## src/rtl/tetris_mode_ctrl_pkg.sv

```systemverilog
// Shared screen/mode constants for the Tetris mode sequencer, VGA screen mux and game engine.
// Holds the 2-bit state codes, the one-hot mode bit indices and the state enum.
package tetris_mode_ctrl_pkg;

    localparam logic [1:0] MODE_HOME  = 2'b00;
    localparam logic [1:0] MODE_GAME  = 2'b01;
    localparam logic [1:0] MODE_PAUSE = 2'b10;
    localparam logic [1:0] MODE_END   = 2'b11;

    localparam int BIT_HOME  = 0;
    localparam int BIT_GAME  = 1;
    localparam int BIT_PAUSE = 2;
    localparam int BIT_END   = 3;

    typedef enum logic [1:0] {
        ST_HOME  = MODE_HOME,
        ST_GAME  = MODE_GAME,
        ST_PAUSE = MODE_PAUSE,
        ST_END   = MODE_END
    } state_t;

    function automatic logic [3:0] mode_onehot(input state_t s);
        logic [3:0] m;
        m = '0;
        unique case (s)
            ST_HOME:  m[BIT_HOME]  = 1'b1;
            ST_GAME:  m[BIT_GAME]  = 1'b1;
            ST_PAUSE: m[BIT_PAUSE] = 1'b1;
            ST_END:   m[BIT_END]   = 1'b1;
            default:  m[BIT_HOME]  = 1'b1;
        endcase
        return m;
    endfunction

endpackage

```

## src/rtl/tetris_mode_ctrl_rise_detect.sv

```systemverilog
// rise_detect: 1-bit registered rising-edge detector whose history resets to 1,
// so a level held through reset only fires after release and re-press.
// Ports: Clk, Resetn (sync, active-low), d (level in), rise (combinational pulse).
module rise_detect (
    input  logic Clk,
    input  logic Resetn,
    input  logic d,
    output logic rise
);

    logic q;

    always_ff @(posedge Clk) begin
        if (!Resetn) q <= 1'b1;
        else         q <= d;
    end

    assign rise = d & ~q;

endmodule

```

## src/rtl/tetris_mode_ctrl.sv

```systemverilog
// tetris_mode_ctrl: Home/Game/Pause/End screen sequencer with restart, timed auto-return
// from End, edge-qualified buttons and a one-cycle board-clear pulse on each new game.
// Ports: Clk, Resetn (sync, active-low), start, pause_btn, gameover, tick (inputs);
//        mode (one-hot {End,Pause,Game,Home}), state (2-bit code), game_clear (outputs).
module tetris_mode_ctrl
    import tetris_mode_ctrl_pkg::*;
#(
    parameter int END_TIMEOUT = 300,
    parameter int CNT_W       = 9,
    parameter bit AUTO_RETURN = 1'b1
) (
    input  logic       Clk,
    input  logic       Resetn,
    input  logic       start,
    input  logic       pause_btn,
    input  logic       gameover,
    input  logic       tick,
    output logic [3:0] mode,
    output logic [1:0] state,
    output logic       game_clear
);

    localparam logic [CNT_W-1:0] CNT_LAST = CNT_W'(END_TIMEOUT - 1);

    state_t           state_q, state_d;
    logic [CNT_W-1:0] cnt_q, cnt_d;
    logic             clr_q, clr_d;
    logic             start_rise, pause_rise;

    rise_detect u_start_rd (
        .Clk    (Clk),
        .Resetn (Resetn),
        .d      (start),
        .rise   (start_rise)
    );

    rise_detect u_pause_rd (
        .Clk    (Clk),
        .Resetn (Resetn),
        .d      (pause_btn),
        .rise   (pause_rise)
    );

    always_ff @(posedge Clk) begin
        if (!Resetn) begin
            state_q <= ST_HOME;
            cnt_q   <= '0;
            clr_q   <= 1'b0;
        end else begin
            state_q <= state_d;
            cnt_q   <= cnt_d;
            clr_q   <= clr_d;
        end
    end

    // Counter only lives in End; every other state forces it to 0,
    // so any entry to End starts from 0.
    always_comb begin
        state_d = state_q;
        cnt_d   = '0;
        clr_d   = 1'b0;
        unique case (state_q)
            ST_HOME: begin
                if (start_rise) begin
                    state_d = ST_GAME;
                    clr_d   = 1'b1;
                end
            end
            ST_GAME: begin
                if (gameover)        state_d = ST_END;
                else if (pause_rise) state_d = ST_PAUSE;
            end
            ST_PAUSE: begin
                if (pause_rise || start_rise) state_d = ST_GAME;
            end
            ST_END: begin
                cnt_d = cnt_q;
                if (start_rise) begin
                    state_d = ST_GAME;
                    clr_d   = 1'b1;
                    cnt_d   = '0;
                end else if (tick) begin
                    if (cnt_q == CNT_LAST) begin
                        if (AUTO_RETURN) begin
                            state_d = ST_HOME;
                            cnt_d   = '0;
                        end
                    end else begin
                        cnt_d = cnt_q + 1'b1;
                    end
                end
            end
            default: begin
                state_d = ST_HOME;
            end
        endcase
    end

    assign mode       = mode_onehot(state_q);
    assign state      = state_q;
    assign game_clear = clr_q;

endmodule
```

## config.mk

```make
export PLATFORM = sky130hd
export DESIGN_NAME = tetris_mode_ctrl
export DESIGN_NICKNAME = d
export VERILOG_FILES = /design/src/rtl/tetris_mode_ctrl_pkg.sv /design/src/rtl/tetris_mode_ctrl_rise_detect.sv /design/src/rtl/tetris_mode_ctrl.sv
export SDC_FILE = /design/constraint.sdc
export NUM_CORES = 1
export LEC_CHECK = 0
export BUFFER_PORTS_ARGS = -buffer_cell sky130_fd_sc_hd__buf_2
export CAP_MARGIN = 20
export CORE_MARGIN = 2
export CORE_UTILIZATION = 28
export CTS_CLUSTER_DIAMETER = 30
export DETAILED_ROUTE_END_ITERATION = 12
export GPL_TIMING_DRIVEN = 0
export PLACE_DENSITY = 0.53
export SYNTH_ARGS = -nofsm -noshare
export SYNTH_HDL_FRONTEND = slang
export SYNTH_SLANG_ARGS = --single-unit
```

## constraint.sdc

```tcl
create_clock -name Clk -period 5.4 [get_ports Clk]
set_input_delay 0.27 -clock Clk [delete_from_list [all_inputs] [get_ports Clk]]
set_output_delay 0.27 -clock Clk [all_outputs]
set_load 0.02 [all_outputs]
```

==> impl_summary.md <==
Floorplanning
The die is 53.03 um wide. The number of placement rows is 17. The boundary pin count is 13. The die covers 2812 um2. The core region is 2233 um2.

From bottom edge to top edge, the die measures 53.03 um. The starting utilization of the core area is 0.3014.

Routing
The number of DRC markers in iteration 0 is 4. The first detailed-routing pass ran for 4 iterations. Dividing the detail-routed wire length by the instance count gives 9.610 um. The routed design has 1.134 mm of wire. Dividing the detail-routed via count by the number of cells gives 4.432.

The number of nets still failing antenna checks after routing is 0. The via count is 523. After detailed routing, the number of remaining DRC violations is 0.

STA
The post-route worst hold slack is 0.1843 ns. The count of final max-slew check failures is 0. The maximum operating frequency is 533.9 MHz. The clock arrives with 0.006646 ns of skew. Measured against its own limit, the worst slew margin works out to 0.7243. The worst path setup slack after routing is 3.527 ns.

The number of failing hold endpoints at the final stage is 0. The time the final worst path needs with I/O delays and setup is 1.873 ns. The final critical-path share of the clock period is 0.3468. In the final timing run, aggregate negative setup slack is 0 ns. Setup repair after global routing left no endpoint under its margin. The slew of the pin with the lowest slew margin is 0.4092 ns.

Setup violations remaining at the end of the flow were counted as 0.

Hold path
The type of the most critical hold path is in2reg. Counting instances, the worst hold path has a depth of 2.

Synthesis
Counting flops with a built-in enable in the synthesized netlist gives 0. By count the netlist is led by 14 x dfxtp_1, 12 x nor2_1, 5 x ha_1, 5 x nand2_1, 5 x xor2_1. In this run, distinct cell masters in the synthesized netlist total 25. Yosys instantiated no cell more often than dfxtp_1. The share of synthesized area in the top cell type comes to 0.4164.

Counting every instance in the synthesized netlist gives 75. For this run, the number of Yosys warnings is 0. The share of async-settable or async-resettable flops after synthesis is 0. The number of nets in the synthesized netlist is 86. Of the synthesized area, sequential elements account for 0.4164.

The biggest area contributor in the post-synthesis netlist is dfxtp_1. After synthesis the netlist holds a flip-flop and latch count of 14. The per-instance average area after synthesis is 8.975 um2. The prevailing post-synth register cell is dfxtp_1.

By area the synthesized netlist is led by dfxtp_1 42%, ha_1 9.3%, nor2_1 6.7%. The netlist area before placement is 673.1 um2.

Setup path
Data arrives at the worst endpoint at 2.05 ns. STA classifies the critical path endpoint as a register. The number of cells on the worst reg-to-reg path is 5. At the worst endpoint, the required time is 5.57 ns. Along the worst path, the maximum fanout reaches 4. The worst setup path is launched from a register.

The worst setup path is of the reg2reg kind.

Finish
In the final design database the tool counted 102 nets. The area growth from synthesis to final layout is 18.77%. Once layout is complete, the utilization of the core stands at 0.3580. The number of antenna diodes in the final layout is 0. Leaving out filler cells and counting taps, the final layout contains 118. The number of fill cells in the layout is 241. The layout cell share with drive strength beyond 1 is 0.2111. The final non-filler cell area is 799.5 um2.

GRT
The number of global-route vias before repair is 486. The initial antenna violation count is 0. Entering global routing, the biggest net connects 9 pins. The first global-routing pass estimated 1.952 mm of wire.

The residual overflow from global routing is 0. For this run, the total global-route usage over all layers was measured as 0.09479.

Clocking
The number of clock buffers inserted by TritonCTS is 3. The post-cts hold buffer count is 0. TritonCTS built the clock tree. Clock-pin slew was measured on the worst setup and hold paths at 0.09 ns.

The clock root buffer is clkbuf_4. At the later pin of the worst-skew pair, clock insertion delay measures 0.28 ns. The post-cts gate resize count is 0. The clock passes through at most 2 buffers. The number of levels in the clock H-tree is 1.

Buffers added to address setup during post-CTS repair amount to 0. CTS saw 14 sinks.

Run
The number of maximum-capacitance constraint violations is 0.

Placed design
Prior to clock tree synthesis, the placed netlist has a worst setup slack of 3.540 ns. Counting tap cells, the placed design contains a total of 114 instances. After detailed placement, the total cell area comes to 763.2 um2.

Input and output buffers added on the ports amount to 11. The detailed placement HPWL is 872.1 um. The congestion estimate from routability-driven global placement came to 0.7102.

Pwr
The peak supply drop is 0.0001609 V. After layout, the design draws a total of 0.2886 mW. The analysis attributes to cell leakage a power of 0.3117 nW. The power density relative to cell area is 361.0 nW/um2.

Status
The flow ran to the end, and the final reports show no timing, DRC or antenna violations.
-- cells by family (layout without fill, tap and decap cells) --
family	after synthesis	after routing	synth area share
AND/OR/NAND/NOR	33	33	0.2547
flip-flops	14	14	0.4164
AO/OA/AOI/OAI	8	8	0.07435
XOR/XNOR	8	8	0.1041
buffers and inverters	6	21	0.04274
adder cells (fa/ha/maj)	5	5	0.09294
multiplexers	1	1	0.01487
-- sequential cells by signal, indices dropped and copies added, names as in the netlist --
name          count
cnt_q             9
game_clear        1
state             2
u_pause_rd.q      1
u_start_rd.q      1
-- cell type report --
class	count	area [um2]	area share
Multi-Input combinational cell	55	364.1	0.4554
Sequential cell	14	280.3	0.3505
Timing Repair Buffer	11	55.05	0.06886
Clock buffer	4	36.28	0.04538
Tap cell	28	35.03	0.04382
Buffer	3	17.52	0.02191
Inverter	3	11.26	0.01408
-- layer usage --
metal | wire, um | track usage | share of wire | vias to the layer above
met5 | 0 | 0 | 0 | -
met4 | 0 | 0.02564 | 0 | 0
met3 | 102 | 0.04237 | 0.090 | 0
met2 | 491 | 0.1500 | 0.43 | 14
met1 | 540 | 0.1159 | 0.48 | 228
li1 | - | - | - | 281
-- worst paths after layout --
path / from / end / slack, ns
worst min register to register: cnt_q[8] / cnt_q[8] / 0.52
worst min-delay path: pause_btn / u_pause_rd.q / 0.18
worst max register to register: cnt_q[0] / state[0] / 3.53
worst max-delay path: cnt_q[0] / state[0] / 3.53
-- worst max-delay path, stage by stage (launching register included) --
cell and delay, ns:
dfxtp_1 0.38, ha_1 0.22, nand4_1 0.13, or4_1 0.50, and3_4 0.21, o311a_1 0.33
-- layout by cell type, fill, tap and decap left out, types with 2 or more instances in the layout --
master | netlist | final
xnor2_1 | 3 | 3
o21ai_0 | 3 | 3
nor2_1 | 12 | 12
nand2b_1 | 3 | 3
inv_1 | 3 | 3
nand4_1 | 3 | 3
ha_1 | 5 | 5
nand3_1 | 3 | 3
buf_2 | 1 | 12
nand2_1 | 5 | 5
nor2b_1 | 2 | 2
dfxtp_1 | 14 | 14
xor2_1 | 5 | 5
a21oi_1 | 2 | 2
clkbuf_4 | 0 | 3
-- power breakdown --
group          switching (mW)  internal [mW]
Combinational          0.0595         0.0385
Clock                  0.0329         0.0410
Sequential            0.00660          0.110
Note: power is estimated with default switching activity, not from simulation.
